### config.mk
export PLATFORM = sky130hd
export DESIGN_NAME = ascon_perm_ctrl_flat
export DESIGN_NICKNAME = d
export VERILOG_FILES = /design/src/rtl/ascon_pkg.sv /design/src/rtl/ascon_perm_ctrl_if.sv /design/src/rtl/ascon_perm_ctrl.sv /design/src/flat_wrapper.sv
export SDC_FILE = /design/constraint.sdc
export NUM_CORES = 1
export LEC_CHECK = 0
export CAP_MARGIN = 30
export CORE_AREA = 3 3 506 508
export CTS_CLUSTER_DIAMETER = 40
export CTS_CLUSTER_SIZE = 24
export DETAILED_ROUTE_END_ITERATION = 6
export DIE_AREA = 0 0 509 511
export PLACE_DENSITY = 0.3
export SLEW_MARGIN = 15
export SYNTH_ARGS = -nofsm -noshare
export SYNTH_HDL_FRONTEND = slang
export SYNTH_SLANG_ARGS = --single-unit
export TNS_END_PERCENT = 1
### constraint.sdc
create_clock -name clk -period 1.6 [get_ports clk]
set_clock_uncertainty 0.05 [all_clocks]
set_input_delay 0.4 -clock clk [delete_from_list [all_inputs] [get_ports clk]]
set_output_delay 0.4 -clock clk [all_outputs]
set_load 0.005 [all_outputs]
### src/rtl/ascon_pkg.sv
// ascon_pkg: shared Ascon state type, round-constant commands and permutation constants
package ascon_pkg;
  typedef logic [319:0] ascon_state_t;
  typedef enum logic [1:0] {
    RC_HOLD = 2'b00,
    RC_LOAD = 2'b01,
    RC_ADV  = 2'b10
  } rcmode_e;
  localparam int P12_ROUNDS = 12;
  localparam int P6_ROUNDS = 6;
  localparam int P12_START = 0;
  localparam int P6_START = 6;
endpackage

### src/rtl/ascon_perm_ctrl_if.sv
// ascon_perm_ctrl_if: host handshake bus (state in via in_*, result out via out_*); master = host, slave = controller
interface ascon_perm_ctrl_if;
  import ascon_pkg::*;
  logic in_valid;
  logic in_ready;
  logic in_p12;
  ascon_state_t in_state;
  logic out_valid;
  logic out_ready;
  ascon_state_t out_state;
  modport master (
    output in_valid, in_p12, in_state, out_ready,
    input  in_ready, out_valid, out_state
  );
  modport slave (
    input  in_valid, in_p12, in_state, out_ready,
    output in_ready, out_valid, out_state
  );
endinterface

### src/rtl/ascon_perm_ctrl.sv
// ascon_perm_ctrl: Ascon p12/p6 round controller; host bus in/out, rcmode/constti to round-constant unit, Xi to and Xo from external datapath
module ascon_perm_ctrl
  import ascon_pkg::*;
#(
  parameter int UNROLL = 1
) (
  input  logic clk,
  input  logic RST,
  ascon_perm_ctrl_if.slave bus,
  output logic [1:0] rcmode,
  output logic [3:0] constti,
  output logic [63:0] Xi0,
  output logic [63:0] Xi1,
  output logic [63:0] Xi2,
  output logic [63:0] Xi3,
  output logic [63:0] Xi4,
  input  logic [63:0] Xo0,
  input  logic [63:0] Xo1,
  input  logic [63:0] Xo2,
  input  logic [63:0] Xo3,
  input  logic [63:0] Xo4
);
  if (UNROLL != 1 && UNROLL != 2 && UNROLL != 3 && UNROLL != 6) begin : g_bad_unroll
    $error("ascon_perm_ctrl: UNROLL must be 1, 2, 3 or 6");
  end
  typedef enum logic [1:0] {IDLE, RUN, DONE} state_e;
  localparam logic [3:0] CNT12 = 4'(P12_ROUNDS / UNROLL);
  localparam logic [3:0] CNT6 = 4'(P6_ROUNDS / UNROLL);
  state_e state_q, state_d;
  logic [3:0] cnt_q, cnt_d;
  ascon_state_t out_q, out_d;
  ascon_state_t xo;
  logic accept;
  assign xo = {Xo0, Xo1, Xo2, Xo3, Xo4};
  assign accept = bus.in_valid && state_q == IDLE;
  always_ff @(posedge clk) begin
    if (RST) begin
      state_q <= IDLE;
      cnt_q <= '0;
      out_q <= '0;
    end else begin
      state_q <= state_d;
      cnt_q <= cnt_d;
      out_q <= out_d;
    end
  end
  always_comb begin
    state_d = state_q == IDLE ? (accept ? RUN : IDLE) :
              state_q == RUN  ? (cnt_q == 4'd1 ? DONE : RUN) :
                                (bus.out_ready ? IDLE : DONE);
    cnt_d = accept ? (bus.in_p12 ? CNT12 : CNT6) : state_q == RUN ? cnt_q - 4'd1 : cnt_q;
    out_d = (state_q == RUN && cnt_q == 4'd1) ? xo : out_q;
  end
  always_comb begin
    bus.in_ready = state_q == IDLE;
    bus.out_valid = state_q == DONE;
    bus.out_state = out_q;
    rcmode = state_q == IDLE ? RC_LOAD : state_q == RUN ? RC_ADV : RC_HOLD;
    constti = bus.in_p12 ? 4'(P12_START) : 4'(P6_START);
    {Xi0, Xi1, Xi2, Xi3, Xi4} = state_q == RUN ? xo : bus.in_state;
  end
endmodule
### src/flat_wrapper.sv
// flat-port wrapper written by rule: the top's interface ports become plain ports
module ascon_perm_ctrl_flat import ascon_pkg::*;
#(
  parameter int UNROLL = 1
)
  (clk, RST, rcmode, constti, Xi0, Xi1, Xi2, Xi3, Xi4, Xo0, Xo1, Xo2, Xo3, Xo4, bus_in_valid, bus_in_p12, bus_in_state, bus_out_ready, bus_in_ready, bus_out_valid, bus_out_state);
  ascon_perm_ctrl_if bus_i ();
  input  logic clk;
  input  logic RST;
  output logic [1:0] rcmode;
  output logic [3:0] constti;
  output logic [63:0] Xi0;
  output logic [63:0] Xi1;
  output logic [63:0] Xi2;
  output logic [63:0] Xi3;
  output logic [63:0] Xi4;
  input  logic [63:0] Xo0;
  input  logic [63:0] Xo1;
  input  logic [63:0] Xo2;
  input  logic [63:0] Xo3;
  input  logic [63:0] Xo4;
  input wire logic [$bits(bus_i.in_valid)-1:0] bus_in_valid;
  input wire logic [$bits(bus_i.in_p12)-1:0] bus_in_p12;
  input wire logic [$bits(bus_i.in_state)-1:0] bus_in_state;
  input wire logic [$bits(bus_i.out_ready)-1:0] bus_out_ready;
  output wire logic [$bits(bus_i.in_ready)-1:0] bus_in_ready;
  output wire logic [$bits(bus_i.out_valid)-1:0] bus_out_valid;
  output wire logic [$bits(bus_i.out_state)-1:0] bus_out_state;
  assign bus_i.in_valid = bus_in_valid;
  assign bus_i.in_p12 = bus_in_p12;
  assign bus_i.in_state = bus_in_state;
  assign bus_i.out_ready = bus_out_ready;
  assign bus_in_ready = bus_i.in_ready;
  assign bus_out_valid = bus_i.out_valid;
  assign bus_out_state = bus_i.out_state;
  ascon_perm_ctrl #(.UNROLL(UNROLL)) u_core (.clk(clk), .RST(RST), .bus(bus_i), .rcmode(rcmode), .constti(constti), .Xi0(Xi0), .Xi1(Xi1), .Xi2(Xi2), .Xi3(Xi3), .Xi4(Xi4), .Xo0(Xo0), .Xo1(Xo1), .Xo2(Xo2), .Xo3(Xo3), .Xo4(Xo4));
endmodule
==> key figures <==
Global routing
  – Vias in the first global route: 26700
  – Grt total ovfl: 0
  – GR Util All Layers: a little over an eighth
  – First-pass GRT wire length: between 200000 and 250000 microns
  – GR met2 Demand/Resource: between 20 and 25%
  – GR met3 Demand/Resource: 5.23%
  – Largest net degree at the start of global routing: between 60 and 70
  – Initial antenna violation count: 55
  – Most Crowded Layer GR: met2
  – Met1 Usage GRT: around 15%

Worst setup path
  – Critical Path RT: approximately 1.2 ns
  – WP buf/inv: 5
  – Crit-path cells: nand2b_4 -> buf_4 -> buf_12 -> buf_12 -> buf_6 -> nand2_1 -> nand2_1 -> clkdlybuf4s50_1
  – R2R Setup Slk: -0.84 ns
  – Crit start category: register
  – Crit. End Element: output pin
  – Largest fanout on the critical path: 8
  – Cell family with most CP delay: buffers and inverters
  – Crit-path slowest cell: clkdlybuf4s50_1
  – Worst setup path class: reg2out
  – Worst Path Arrival: roughly 2.5 ns
  – Max stage delay on crit path: 0.50 ns

Detailed routing
  – Vias per cell: 3.38
  – Drt pass-1 iters: 6
  – Routed len/inst: around 24 microns
  – Via Count: 26300
  – DRC: 0
  – Number of antenna-violating nets in the routed design: 0
  – Starting DRT DRC Count: 1224
  – Detailed-route wire length: between 150000 and 200000 microns

Synthesis
  – Syn Area/Cell: 7.11 sq um
  – YS warnings: 0
  – XOR/XNOR Fraction of Synth Area: 0.0479%
  – Post-synth cell types: 29
  – Main combinational cell family by area after synthesis: simple AND/OR/NAND/NOR gates
  – Post-synthesis share of cell area spent on full adders, half adders and majority gates: 0.137%
  – Flops & latches, synth: approximately 330
  – Seq/Total Area, Yosys: 35.7%
  – Mux contribution to synthesized area: 0%
  – Simple-Gate Fraction of Synth Area: ~31%
  – Compound-Gate Fraction of Synth Area: around a quarter
  – Synthesized cell area: between 15000 and 20000 sq um
  – Synthesized instance count: 2571

Min path
  – Hold crit path type: in2reg

Run status
  – Status: complete, but fails checks
  – Failing checks: negative setup slack

Job
  – Max-cap violations: 0

STA
  – Fmax: 345 MHz
  – Crit share post-route: 181%
  – Final setup viols: roughly 970
  – Final WS setup: -1.30 ns
  – Final hold violation count: 0
  – Slew Limit Fails: 0
  – Worst Max-Slew Pin Slew: 0.735 ns
  – RSZ-0062 raised after global routing: yes
  – Clock period minus worst slack: about 2.9 ns
  – Slew HR: around half

Cells and area
  – Layout cells sized above 1: a little under two fifths
  – Util after Layout: between 10% and 20%
  – Post-Layout Cell Count: 7782
  – Layout Nets: 4995
  – Commonest non-fill, non-tap cell in the layout: clkdlybuf4s50_1
  – Area grow syn2layout: 143%
  – Most frequent cells in the layout: clkdlybuf4s50_1, nand2_1, buf_4

Pwr
  – Max VDD drop: about 790 uV
  – Static Leakage: between 15 and 20 nW
  – Pwr Density: around 900 nW/um^2

Floorplanning
  – Row Count: approximately 180
  – Core area: around 250000 sq um
  – Die area: 260000 sq um
  – Initial Util: between 7 and 8%
  – Die Wd: 509 microns
  – I/O pins: 1293
  – Die Y: a little over 500 microns

CTS
  – TritonCTS buffer count: between 90 and 100
  – CTS root buffer: clkbuf_16
  – H-Tree Level Count: 3
  – Clock sinks: about 330
  – CTS tree: yes
  – Clock-pin slew on the worst setup and hold paths: approximately 0.04 ns
  – Clk buf depth: 3
  – Worst skew pair latency: just under 0.7 ns

Placed design
  – Post-place setup slack: -0.869 ns
  – DPL Wire Length: 151000 microns
  – Number of port buffers: 1290
  – RePlAce Congestion: approximately 0.9
  – Placed Instances: roughly 7500
## power breakdown
part | total (mW) | switching, mW | internal [mW]
sequential | 8.39 | 0.121 | 8.27
combinational | 11.7 | 5.98 | 5.74
clock | 18.7 | 6.40 | 12.3
## registers in the layout, indices dropped and copies added (netlist names)
name,cells
u_core.state_q,2
u_core.bus.out_state,320
u_core.cnt_q,4
## kinds of logic (layout without fill, tap and decap cells)
group	count (synthesis)	count (layout)
buffers and inverters	296	2150
xor gates and xnor gates	1	1
other	1	10
and+or+nand+nor	1298	1298
DFF	326	326
AOI/OAI and AO/OA	647	647
adders and majority gates	2	2
## repair_timing
action	in CTS	in global routing
cloned	5	22
setup endpoints to repair	968	969
pin swaps	7	33
setup buffers	7	68
resized for setup	642	642
hold buffers	1	0
endpoints found under the hold margin	28	0
## synthesized netlist by cell type
cell type    n  share of area (%)
clkinv_2     1              0.027
dfxtp_1    326                 36
buf_2       79                2.2
nor2b_1      1              0.034
nor3_1       1              0.027
nor2_1       1              0.021
inv_1        4              0.082
ha_1         2               0.14
xor2_1       1              0.048
or3b_2       1              0.048
buf_6       33                2.0
buf_4       55                2.3
o32a_1       1              0.055
nand3_1      4               0.11
buf_1        4              0.082
nand4_1    320                 11
nand2_1    964                 20
a31oi_1      1              0.034
a21oi_1    324                8.9
or3_1        1              0.034
clkbuf_1   120                2.5
nand3b_1     1              0.041
nand2b_1     2              0.068
or3b_1       1              0.048
a41o_1       1              0.055
conb_1       1              0.021
nor2_2       1              0.034
o21ai_1     30               0.82
o21ai_2    290                 14
## area by class of cell
| type | instances | area (sq um) |
|---|---|---|
| fill | 28500 | 207000 |
| timing repair buffer | 1970 | 19600 |
| multi-input combinational | 1950 | 10700 |
| sequential | 326 | 6590 |
| tap | 3348 | 4190 |
| clock buffer | 131 | 2640 |
| clock inverter | 43 | 539 |
| inverter | 5 | 45.0 |
| antenna | 8 | 20.0 |
| timing repair inverter | 1 | 16.3 |
## path summary, 6_finish.rpt
check / endpoint / depth (start not counted) / start
max reg2reg: u_core.cnt_q[1] / 10 / u_core.state_q[1]
min reg2reg: u_core.bus.out_state[117] / 2 / u_core.bus.out_state[117]
max: Xi4[16] / 8 / u_core.state_q[1]
min: u_core.bus.out_state[84] / 3 / Xo3[20]
## metal layers
metal / share of wire, % / vias to the layer above / wire [microns]
li1: - / 12500 / -
met1: 40 / 12400 / 73400
met2: 48 / 1124 / 88400
met3: 9.7 / 238 / 17800
met4: 2.5 / 42 / 4610
met5: 0.14 / - / 253
## worst min-delay path, cell delays in order
cell and delay, ns:
clkdlybuf4s50_1 0.43, nand4_1 0.08, a21oi_1 0.06
## stage by stage
step | TNS [ns] | hold slack, ns | instance area, sq um | power, mW
finish | -533.74 | 0.257 | 44300 | 38.8
global route | -644.02 | 0.221 | 44300 | 40.7
CTS | -656.82 | 0.160 | 43000 | 39.1
detailed placement | -272.05 | 0.403 | 39500 | 19.6
global placement | -268.02 | 0.395 | 39500 | 19.7
floorplan | -60.71 | 0.406 | 18400 | 12.1
(Power assumes the default switching activity.)
